==> src/rtl/muldiv_unit.sv <==
// Iterative 32-bit unsigned multiply / divide unit: one bit per cycle.
// Define MULDIV_REM_EN to enable REMU (op 10); otherwise op 10 returns 0 like op 11.
module muldiv_unit (
  input  logic        clk,
  input  logic        rst_n,
  input  logic        req_valid,
  output logic        req_ready,
  input  logic [1:0]  req_op,
  input  logic [31:0] operand_a,
  input  logic [31:0] operand_b,
  output logic        resp_valid,
  input  logic        resp_ready,
  output logic [31:0] resp_result,
  output logic        resp_zero
);

  localparam int DATA_W = 32;

  localparam logic [1:0] OP_MUL  = 2'b00;
  localparam logic [1:0] OP_DIVU = 2'b01;
`ifdef MULDIV_REM_EN
  localparam logic [1:0] OP_REMU = 2'b10;
`endif

  typedef enum logic [1:0] {IDLE, BUSY, DONE} state_t;

  state_t                   state_q, state_d;
  logic [4:0]               cnt_q, cnt_d;
  logic [1:0]               op_q, op_d;
  logic signed [DATA_W-1:0] result_q, result_d;
  logic [DATA_W-1:0]        a_q, a_d;
  logic [DATA_W-1:0]        b_q, b_d;
  logic [DATA_W-1:0]        acc_q, acc_d;
  logic [DATA_W:0]          trial;

  // MSB-first shift-add; only the low DATA_W bits of the product survive.
  function automatic logic [DATA_W-1:0] mul_step(input logic [DATA_W-1:0] acc,
                                                 input logic [DATA_W-1:0] mcand,
                                                 input logic              mbit);
    mul_step = {acc[DATA_W-2:0], 1'b0} + (mbit ? mcand : '0);
  endfunction

  assign req_ready   = (state_q == IDLE);
  assign resp_valid  = (state_q == DONE);
  assign resp_result = result_q;
  assign resp_zero   = (result_q == '0);

  always_comb begin
    state_d  = state_q;
    cnt_d    = cnt_q;
    op_d     = op_q;
    a_d      = a_q;
    b_d      = b_q;
    acc_d    = acc_q;
    result_d = result_q;
    // Restoring trial: partial remainder shifted with next dividend bit, minus divisor.
    trial    = {acc_q, a_q[DATA_W-1]} - {1'b0, b_q};

    case (state_q)
      IDLE: begin
        if (req_valid) begin
          op_d    = req_op;
          a_d     = operand_a;
          b_d     = operand_b;
          acc_d   = '0;
          cnt_d   = 5'd31;
          state_d = BUSY;
          case (req_op)
            OP_MUL: ;
            OP_DIVU: begin
              if (operand_b == '0) begin
                state_d  = DONE;
                result_d = '0;
              end
            end
`ifdef MULDIV_REM_EN
            OP_REMU: begin
              if (operand_b == '0) begin
                state_d  = DONE;
                result_d = operand_a;
              end
            end
`endif
            default: begin
              state_d  = DONE;
              result_d = '0;
            end
          endcase
        end
      end

      BUSY: begin
        if (op_q == OP_MUL) begin
          acc_d = mul_step(acc_q, a_q, b_q[DATA_W-1]);
          b_d   = {b_q[DATA_W-2:0], 1'b0};
        end else if (!trial[DATA_W]) begin
          acc_d = trial[DATA_W-1:0];
          a_d   = {a_q[DATA_W-2:0], 1'b1};
        end else begin
          acc_d = {acc_q[DATA_W-2:0], a_q[DATA_W-1]};
          a_d   = {a_q[DATA_W-2:0], 1'b0};
        end
        cnt_d = cnt_q - 5'd1;
        if (cnt_q == 5'd0) begin
          state_d = DONE;
          if (op_q == OP_MUL) result_d = acc_d;
`ifdef MULDIV_REM_EN
          else if (op_q == OP_REMU) result_d = acc_d;
`endif
          else result_d = a_d;
        end
      end

      DONE: begin
        if (resp_ready) state_d = IDLE;
      end

      default: state_d = IDLE;
    endcase
  end

  // Control state and the visible result register
  always_ff @(posedge clk or negedge rst_n) begin
    if (!rst_n) begin
      state_q  <= IDLE;
      cnt_q    <= '0;
      result_q <= '0;
    end else begin
      state_q  <= state_d;
      cnt_q    <= cnt_d;
      result_q <= result_d;
    end
  end

  // Datapath operands and accumulator
  always_ff @(posedge clk) begin
    op_q  <= op_d;
    a_q   <= a_d;
    b_q   <= b_d;
    acc_q <= acc_d;
  end

endmodule

==> config.mk <==
export PLATFORM = sky130hd
export DESIGN_NAME = muldiv_unit
export DESIGN_NICKNAME = d
export VERILOG_FILES = /design/src/rtl/muldiv_unit.sv
export SDC_FILE = /design/constraint.sdc
export NUM_CORES = 1
export LEC_CHECK = 0
export ABC_AREA = 0
export CAP_MARGIN = 10
export CELL_PAD_IN_SITES_DETAIL_PLACEMENT = 1
export CELL_PAD_IN_SITES_GLOBAL_PLACEMENT = 1
export CORE_ASPECT_RATIO = 0.75
export CORE_MARGIN = 3
export CORE_UTILIZATION = 48
export DETAILED_ROUTE_END_ITERATION = 16
export PLACE_DENSITY = 0.87
export SYNTH_ARGS = -nofsm -noshare
export SYNTH_HDL_FRONTEND = slang
export SYNTH_SLANG_ARGS = --single-unit
export TNS_END_PERCENT = 20
==> constraint.sdc <==
create_clock -name clk -period 7.76 [get_ports clk]
set_input_delay 1.164 -clock clk [delete_from_list [all_inputs] [get_ports clk]]
set_output_delay 1.164 -clock clk [all_outputs]
set_load 0.05 [all_outputs]
## Word-level counts from Yosys, hierarchy flattened

Index checks and enable logic that the tools add are counted.

- Bits in registers: 137
- Logic and storage cells: 57
- Input port bits: 70
- Output and inout bits: 35

- Add/sub/neg operators: 3
- Reductions and logical operators: 12
- Equality and inequality tests: 9
- Multiplexer cells: 26

Operator list:

| operator | number |
|---|---|
| 32-bit two-way mux | 12 |
| 32-bit case mux with 2 select lines | 5 |
| 32-bit zero test | 2 |
| 33-bit by 32-bit subtractor with 33-bit output | 1 |
| 32-bit adder | 1 |
| 5-bit case mux with 2 select lines | 1 |
| 2-bit two-way mux | 4 |
| 2-bit != test (second input constant) | 4 |
| 2-bit zero test | 3 |
| 2-bit case mux with 3 select lines | 1 |
| 3-bit AND reduction | 2 |
| 5-bit zero test | 1 |
| 5-bit two-way mux | 1 |
| 5-bit AND reduction | 1 |
| 5-bit by 1-bit subtractor with 5-bit output (second input constant) | 1 |
| 2-bit by 1-bit equality test with 1-bit output (second input constant) | 2 |
| 2-bit case mux with 2 select lines | 1 |
| 2-bit AND reduction | 2 |
| 3-bit != test (second input constant) | 1 |
| 2-bit equality test (second input constant) | 1 |
| 2-bit by 1-bit != test with 1-bit output (second input constant) | 1 |
| 2-bit nonzero test | 1 |
| 1-bit two-way mux | 1 |

## Depth between registers and ports, before layout

Gate-level depths: netlist of run 1.

- Depth in word-level cells: 6
- Gate-level depth with buffers: 15

## Worst setup path after synthesis of run 1

No wires, ideal clock.

- Kind: reg2reg
- Start point: register op_q[1]
- End point: register b_q[0] (enable)
- Period minus slack after synthesis: 3976 ps
- Path buffers: 3
- Setup slack: 3784 ps
- Setup time: 466 ps
- Stages on the path, launching flop included: 6
- Arrival: 3511 ps
- Path through: edfxtp_1 or2_2 clkbuf_1 clkbuf_1 clkbuf_1 o21ai_0

- Longest elaborated chain between the ends: 3

Ends and longest elaborated chain:

| what | RTL line | text |
|---|---|---|
| from (decl) | 29 | `logic [1:0] op_q, op_d;` |
| from (signal assigned) | 137 | `op_q <= op_d;` |
| 2-bit zero test | 93 | `if (op_q == OP_MUL) begin` |
| 2-bit != test (no source line) | - |  |
| 3-bit AND reduction (no source line) | - |  |
| to (signal assigned) | 139 | `b_q <= b_d;` |
| to (decl) | 32 | `logic [DATA_W-1:0] b_q, b_d;` |

Every way passes these cells.
A chain may end at the register's enable or synchronous reset.

## Worst setup path in the final report of run 1

- Start point: register a_q[31]
- End point: register acc_q[28] (data pin)

- Longest elaborated chain between the ends: 4

Ends and longest elaborated chain:

| what | RTL line | text |
|---|---|---|
| from (decl) | 31 | `logic [DATA_W-1:0] a_q, a_d;` |
| from (signal assigned) | 138 | `a_q <= a_d;` |
| 33-bit by 32-bit subtractor with 33-bit output | 57 | `trial = {acc_q, a_q[DATA_W-1]} - {1'b0, b_q};` |
| 32-bit two-way mux | 96 | `end else if (!trial[DATA_W]) begin` |
| 32-bit two-way mux | 93 |  |
| 32-bit case mux with 2 select lines | 59 | `case (state_q)` |
| to (signal assigned) | 140 | `acc_q <= acc_d;` |
| to (decl) | 33 | `logic [DATA_W-1:0] acc_q, acc_d;` |

Every way passes these cells.

==> results of run 1 <==
==> state kept, by name, summed over array words and instances, names as in the netlist <==
name / count
b_q: 32
a_q: 32
cnt_q: 5
state_q: 2
op_q: 2
acc_q: 32
resp_result: 32
==> cell families (layout without fill, tap and decap cells) <==
| kind of cell | Yosys count | after routing |
|---|---|---|
| compound gates | 374 | 374 |
| fa+ha+maj | 66 | 66 |
| flops | 137 | 137 |
| buf+inv | 118 | 193 |
| xor+xnor | 54 | 54 |
| simple gates | 461 | 461 |
| mux | 3 | 3 |
==> final cells by class <==
type | instances | area [sq um] | share of cell area, %
inverters | 50 | 188 | 1.56
repair buffers | 111 | 1090 | 9.05
well taps | 282 | 353 | 2.93
flip-flops and latches | 137 | 3920 | 32.6
clock buffers | 20 | 458 | 3.81
multi-input cells | 958 | 5910 | 49.1
clock inverters | 12 | 111 | 0.926
==> worst register-to-register path, cell delays in order (launching register included) <==
cell and delay [ns]:
edfxtp_1 0.43, inv_1 0.14, ha_1 0.23, inv_1 0.07
fa_1 0.45, a211oi_1 0.25, o21a_1 0.29, a211oi_2 0.14
o31ai_2 0.36, a31o_2 0.31, o31ai_2 0.15, nor2_2 0.64
buf_4 0.35, o311ai_0 0.17, a31oi_1 0.21
==> power breakdown <==
part	internal, mW	switching [mW]
clock network	0.464	0.352
logic	1.40	2.61
registers	1.19	0.278
==> placed cells by master (no fill, tap or decap), types with 6 or more instances in the layout <==
master | netlist | layout
a211oi_1 | 15 | 15
o21ai_0 | 92 | 91
o31ai_1 | 15 | 15
o21a_1 | 11 | 11
a21boi_0 | 20 | 20
xnor2_1 | 39 | 39
nor3_1 | 20 | 20
a311oi_2 | 12 | 12
and2_1 | 38 | 38
dfrtp_1 | 39 | 39
edfxtp_1 | 98 | 98
nand3_1 | 16 | 16
nand2_1 | 223 | 223
ha_1 | 64 | 64
inv_1 | 50 | 49
buf_4 | 1 | 7
nand4_1 | 12 | 12
clkbuf_16 | 0 | 18
a21o_1 | 31 | 31
clkdlybuf4s50_1 | 0 | 103
o211ai_1 | 6 | 6
a31oi_1 | 44 | 44
nor4_1 | 17 | 17
xor2_1 | 15 | 15
nor2_1 | 96 | 94
nor2b_1 | 9 | 8
a21oi_1 | 82 | 82
==> worst paths after layout <==
path	slack, ns	start	cells past startpoint	end
min in group asynchronous	0.86	rst_n	1	resp_result[26]$_DFFE_PN0P_
max in group asynchronous	6.31	rst_n	1	resp_result[7]$_DFFE_PN0P_
min	0.52	resp_result[4]$_DFFE_PN0P_	1	resp_result[4]$_DFFE_PN0P_
min reg2reg	0.52	resp_result[4]$_DFFE_PN0P_	1	resp_result[4]$_DFFE_PN0P_
max	3.41	a_q[31]$_DFFE_PP_	14	acc_q[28]$_SDFFCE_PN0P_
max reg2reg	3.41	a_q[31]$_DFFE_PP_	14	acc_q[28]$_SDFFCE_PN0P_
==> stage by stage <==
step | util (%) | instances | worst slack [ns] | cell area (sq um) | hold slack, ns
after floorplan | - | 1213 | 3.78 | 10300 | 0.489
after global placement | 55.6 | 1538 | 3.63 | 11500 | 0.498
after detailed placement | 55.6 | 1538 | 3.51 | 11500 | 0.496
after CTS | 58.4 | 1570 | 3.51 | 12000 | 0.525
after global routing | 58.4 | 1570 | 3.13 | 12000 | 0.535
final | 58.4 | 1570 | 3.41 | 12000 | 0.520
==> routing by layer <==
metal	global-route usage [%]	share of wire (%)	wire length [um]
met4	10.1	2.9	966
met5	0	0	0
met2	48.0	48	16100
met1	38.8	45	15000
met3	4.27	3.9	1320
==> impl_metrics.ini, run 1 <==
[power_and_ir_drop]
p_leak_nw = 4.87
ir_drop_mv = 0.236
p_total_mw = 6.31
power.density_nw_per_um2 = 524

[job]
cap_violations = 0

[synthesis]
synth_ff_type = edfxtp_1
synth.area.mux_share_pct = 0.292
ys_top_cells_by_area = edfxtp_1, dfrtp_1, nand2_1
synthDistinctLibCells = 64
yosys_warnings = 0
synthArstFlopShare_pct = 28.5
avgSynthCellArea_sq_um = 8.47
synth_top_area_share_pct = 28.7
syn_area_sq_um = 10300
synth.most_common_cell = nand2_1
yosysSeqAreaShare_pct = 38.2
synth-simple-area-share_pct = 20.1
syn_nets = 1349
yosysTopAreaCell = edfxtp_1
synth_fa_ha_area_share_pct = 8.19
synth_cells = 1213
ys_top_cells_by_count = nand2_1, edfxtp_1, nor2_1
synth_compound_gate_area_share_pct = 24.1
synth_top_family_by_area = compound AO/OA/AOI/OAI gates
synth_edf_count = 98
synth-xor-area-share_pct = 4.61
synth_seq_cells = 137

[detailed_routing]
routed_wl_um = 33400
viasPerCell = 6.16
drt_iter0_drc = 807
ant_nets = 0
dr.pass1.iters = 7
wire_per_inst_um = 21.2
drc = 0
vias = 9677

[clock_network]
htree_levels = 4
cts_buffer_depth = 2
numCtsBuffers = 17
cts_root_buf = clkbuf_16
cts_resized = 0
clk_pin_slew_ns = 0.07
clock_latency_ns = 0.44
hold_buffers = 0
post-cts-setup-buffers = 0
cts_tree = yes
clock-sinks = 137

[worst_hold_path]
hold_path_class = register to register

[floorplanning]
dieWidth_um = 175
die-area_sq_um = 23200
die_y_um = 133
core.rowCount = 45
initial_utilization_pct = 49.8
io_pins = 105
core_area_sq_um = 20600

[finish]
nets = 1411
fillers = 2449
drive_gt1_share_pct = 5.82
synthToLayoutAreaGrowth_pct = 17.1
n_antenna_cell = 0

[sta]
slew_headroom_pct = 30.5
post-route-period-util_pct = 56.0
period_minus_slack_ns = 4.35
clock_skew_ns = 0.0104
maxSlewViolCount = 0
tightestPinTransition_ns = 1.04
hold_violations = 0
fin_tns_setup_ns = 0
fmax_ghz = 0.230
setup_violations = 0
rsz0062_at_grt = no

[worst_setup_path]
worstPathMaxFanout = 18
path_buf_inv = 3
cp_slowest_cell = nor2_2
crit_type = register to register
worst_setup_path_end_kind = register
path_delay_family = compound AO/OA/AOI/OAI gates
arrival_ns = 4.62
critPathRequiredTime_ns = 8.03
worstSetupStartpointType = register
crit_chain = inv_1 > ha_1 > inv_1 > fa_1 > a211oi_1 > o21a_1 > a211oi_2 > o31ai_2 > a31o_2 > o31ai_2 > nor2_2 > buf_4 > o311ai_0 > a31oi_1
max_stage_delay_ns = 0.64

[status]
status = complete, no violations

[global_route]
gr-usage-all-layers_pct = 28.9
gr-total-overflow = 0
grt_pass1_vias = 10048
grt_pass1_wl_um = 54000
antenna_found_initial = 0
grt_max_degree = 89

[place]
finalWeightedCongestion = 0.895
dp_hpwl_um = 24000
portBuffers = 104
(Power assumes the default switching activity.)
==> run 2: changes to the inputs <==
CORE_UTILIZATION = 40   (was 48)
PLACE_DENSITY = 0.77   (was 0.87)
clock period = 3.6 ns   (was 7.76 ns; I/O delays follow)
==> run 2 against run 1 <==
Effect of this change: die area rose by 19%; cell count rose by 7.6%; cell area rose by 6.6%; global-route usage fell by 3.1 points; clock skew fell by 0.0034 ns; sequential share of layout area fell by 2.0 points; count of clock-buffer cells in the layout rose by 6; fmax rose by 24%; register-to-register slack got worse by 3.3 ns; critical path type unchanged; largest power group unchanged.
==> impl_metrics.ini, run 2 (synthesis results as in run 1) <==
[global_route]
gr-usage-all-layers_pct = 25.9
grt_pass1_vias = 10112
grt_util_met3_pct = 3.47
grtUsageMet1_pct = 34.9
busiest_layer = met2
met2_usage_pct = 43.7
antenna_found_initial = 0
grt_pass1_wl_um = 55600
gr-total-overflow = 0
grt_max_degree = 63

[detailed_routing]
ant_nets = 0
vias = 9773
wire_per_inst_um = 21.0
dr.pass1.iters = 5
drt_iter0_drc = 733
routed_wl_um = 35400
drc = 0
viasPerCell = 5.78

[clock_network]
cts_buffer_depth = 2
clk_pin_slew_ns = 0.06
clock-sinks = 137
htree_levels = 4
hold_buffers = 0
numCtsBuffers = 17
cts_root_buf = clkbuf_16
clock_latency_ns = 0.45
cts_tree = yes

[sta]
rsz0062_at_grt = yes
maxSlewViolCount = 0
hold_ws_ns = 0.219
fin_tns_setup_ns = 0
hold_violations = 0
layout_setup_ws_ns = 0.0968
clock_skew_ns = 0.00699
fmax_ghz = 0.285
slew_headroom_pct = 35.7
period_minus_slack_ns = 3.50
post-route-period-util_pct = 97.3
tightestPinTransition_ns = 0.964
setup_violations = 0

[floorplanning]
io_pins = 105
core.rowCount = 50
die-area_sq_um = 27600
core_area_sq_um = 25100
dieWidth_um = 191
initial_utilization_pct = 40.9
die_y_um = 145

[power_and_ir_drop]
p_leak_nw = 5.25
power.density_nw_per_um2 = 1150
ir_drop_mv = 0.555
p_total_mw = 14.7

[worst_setup_path]
critPathRequiredTime_ns = 3.74
worst_setup_path_end_kind = register
cp_slowest_cell = edfxtp_1
arrival_ns = 3.65
crit_chain = buf_6 > and2_1 > ha_1 > a21oi_1 > a21boi_0 > a221o_1 > or4_4 > o21ai_4 > nor2_1 > o41a_1 > o21ai_2 > a31oi_1
worstSetupStartpointType = register
max_stage_delay_ns = 0.46
rrSetupSlack_ns = 0.1
worstPathMaxFanout = 16
crit_type = register to register

[status]
status = complete, no violations

[place]
finalWeightedCongestion = 0.927
portBuffers = 104
dp_slack_ns = 0.0271
dp_hpwl_um = 26500

[job]
cap_violations = 0

[finish]
final_common_cell = nand2_1
n_antenna_cell = 0
nets = 1475
drive_gt1_share_pct = 11.4
synthToLayoutAreaGrowth_pct = 24.9
mostFrequentLayoutCells = nand2_1, clkdlybuf4s50_1, edfxtp_1, nor2_1, o21ai_0
fillers = 2943

[worst_hold_path]
hold_path_class = input port to async pin
run 2: changes by cell type in the layout (fill, tap and decap cells not counted), sizes merged:
cell | before | now
buf | 8 | 72
inv | 57 | 52
bufinv | 1 | 0
clkinv | 3 | 4
clkbuf | 20 | 26
clkinvlp | 1 | 0
run 2: power breakdown:
part / internal [mW] / leakage (nW) / switching (mW)
combinational: 3.71 / 3.46 / 5.96
sequential: 2.57 / 1.46 / 0.547
clock: 1.21 / 0.334 / 0.755
total: 7.49 / 5.25 / 7.26
run 2: repair_timing:
item,in CTS,in global routing
gates resized for setup,0,22
setup endpoints to repair,0,40
setup buffers,0,3
run 2: stage by stage:
step                utilization [%]  std cells  instance area, sq um
floorplan                         -       1213                 10300
global placement               48.0       1655                 12000
detailed placement             48.0       1655                 12000
CTS                            50.6       1687                 12700
global route                   51.1       1690                 12800
finish                         51.1       1690                 12800
run 2: area by class of cell:
class / instances / area [sq um] / area share, %
clock buffer: 26 / 629 / 4.91
clock inverter: 6 / 32.5 / 0.254
inverter: 50 / 188 / 1.46
multi-input combinational: 958 / 6010 / 46.8
sequential: 137 / 3920 / 30.6
tap: 338 / 423 / 3.30
timing repair buffer: 175 / 1630 / 12.7
run 2: routing by layer:
layer  vias up  routed length [um]
met5         -                   0
li1       4660                   -
met2       230               17200
met4         0                 728
met1      4831               16300
met3        52                1200
run 2: path summary, 6_finish.rpt:
kind | start | end | depth (start not counted)
setup / recovery | b_q[31]$_DFFE_PP_ | acc_q[28]$_SDFFCE_PN0P_ | 12
min in group clk | resp_result[9]$_DFFE_PN0P_ | resp_result[9]$_DFFE_PN0P_ | 2
setup reg to reg | b_q[31]$_DFFE_PP_ | acc_q[28]$_SDFFCE_PN0P_ | 12
hold reg to reg | resp_result[9]$_DFFE_PN0P_ | resp_result[9]$_DFFE_PN0P_ | 2
hold / removal | rst_n | resp_result[27]$_DFFE_PN0P_ | 1
max in group asynchronous | rst_n | resp_result[8]$_DFFE_PN0P_ | 1
run 2: worst max-delay path, delay by kind of cell (launching register included):
family | cells | cell delay (ns)
compound gates | 7 | 1.58
simple gates | 3 | 0.68
flops | 1 | 0.46
fa+ha+maj | 1 | 0.30
buf+inv | 1 | 0.19
==> run 3: changes to the inputs <==
SLEW_MARGIN = 25   (was default)
==> results of run 3 <==
Same layout as run 2: the final DEF is identical, and so are final timing and power.
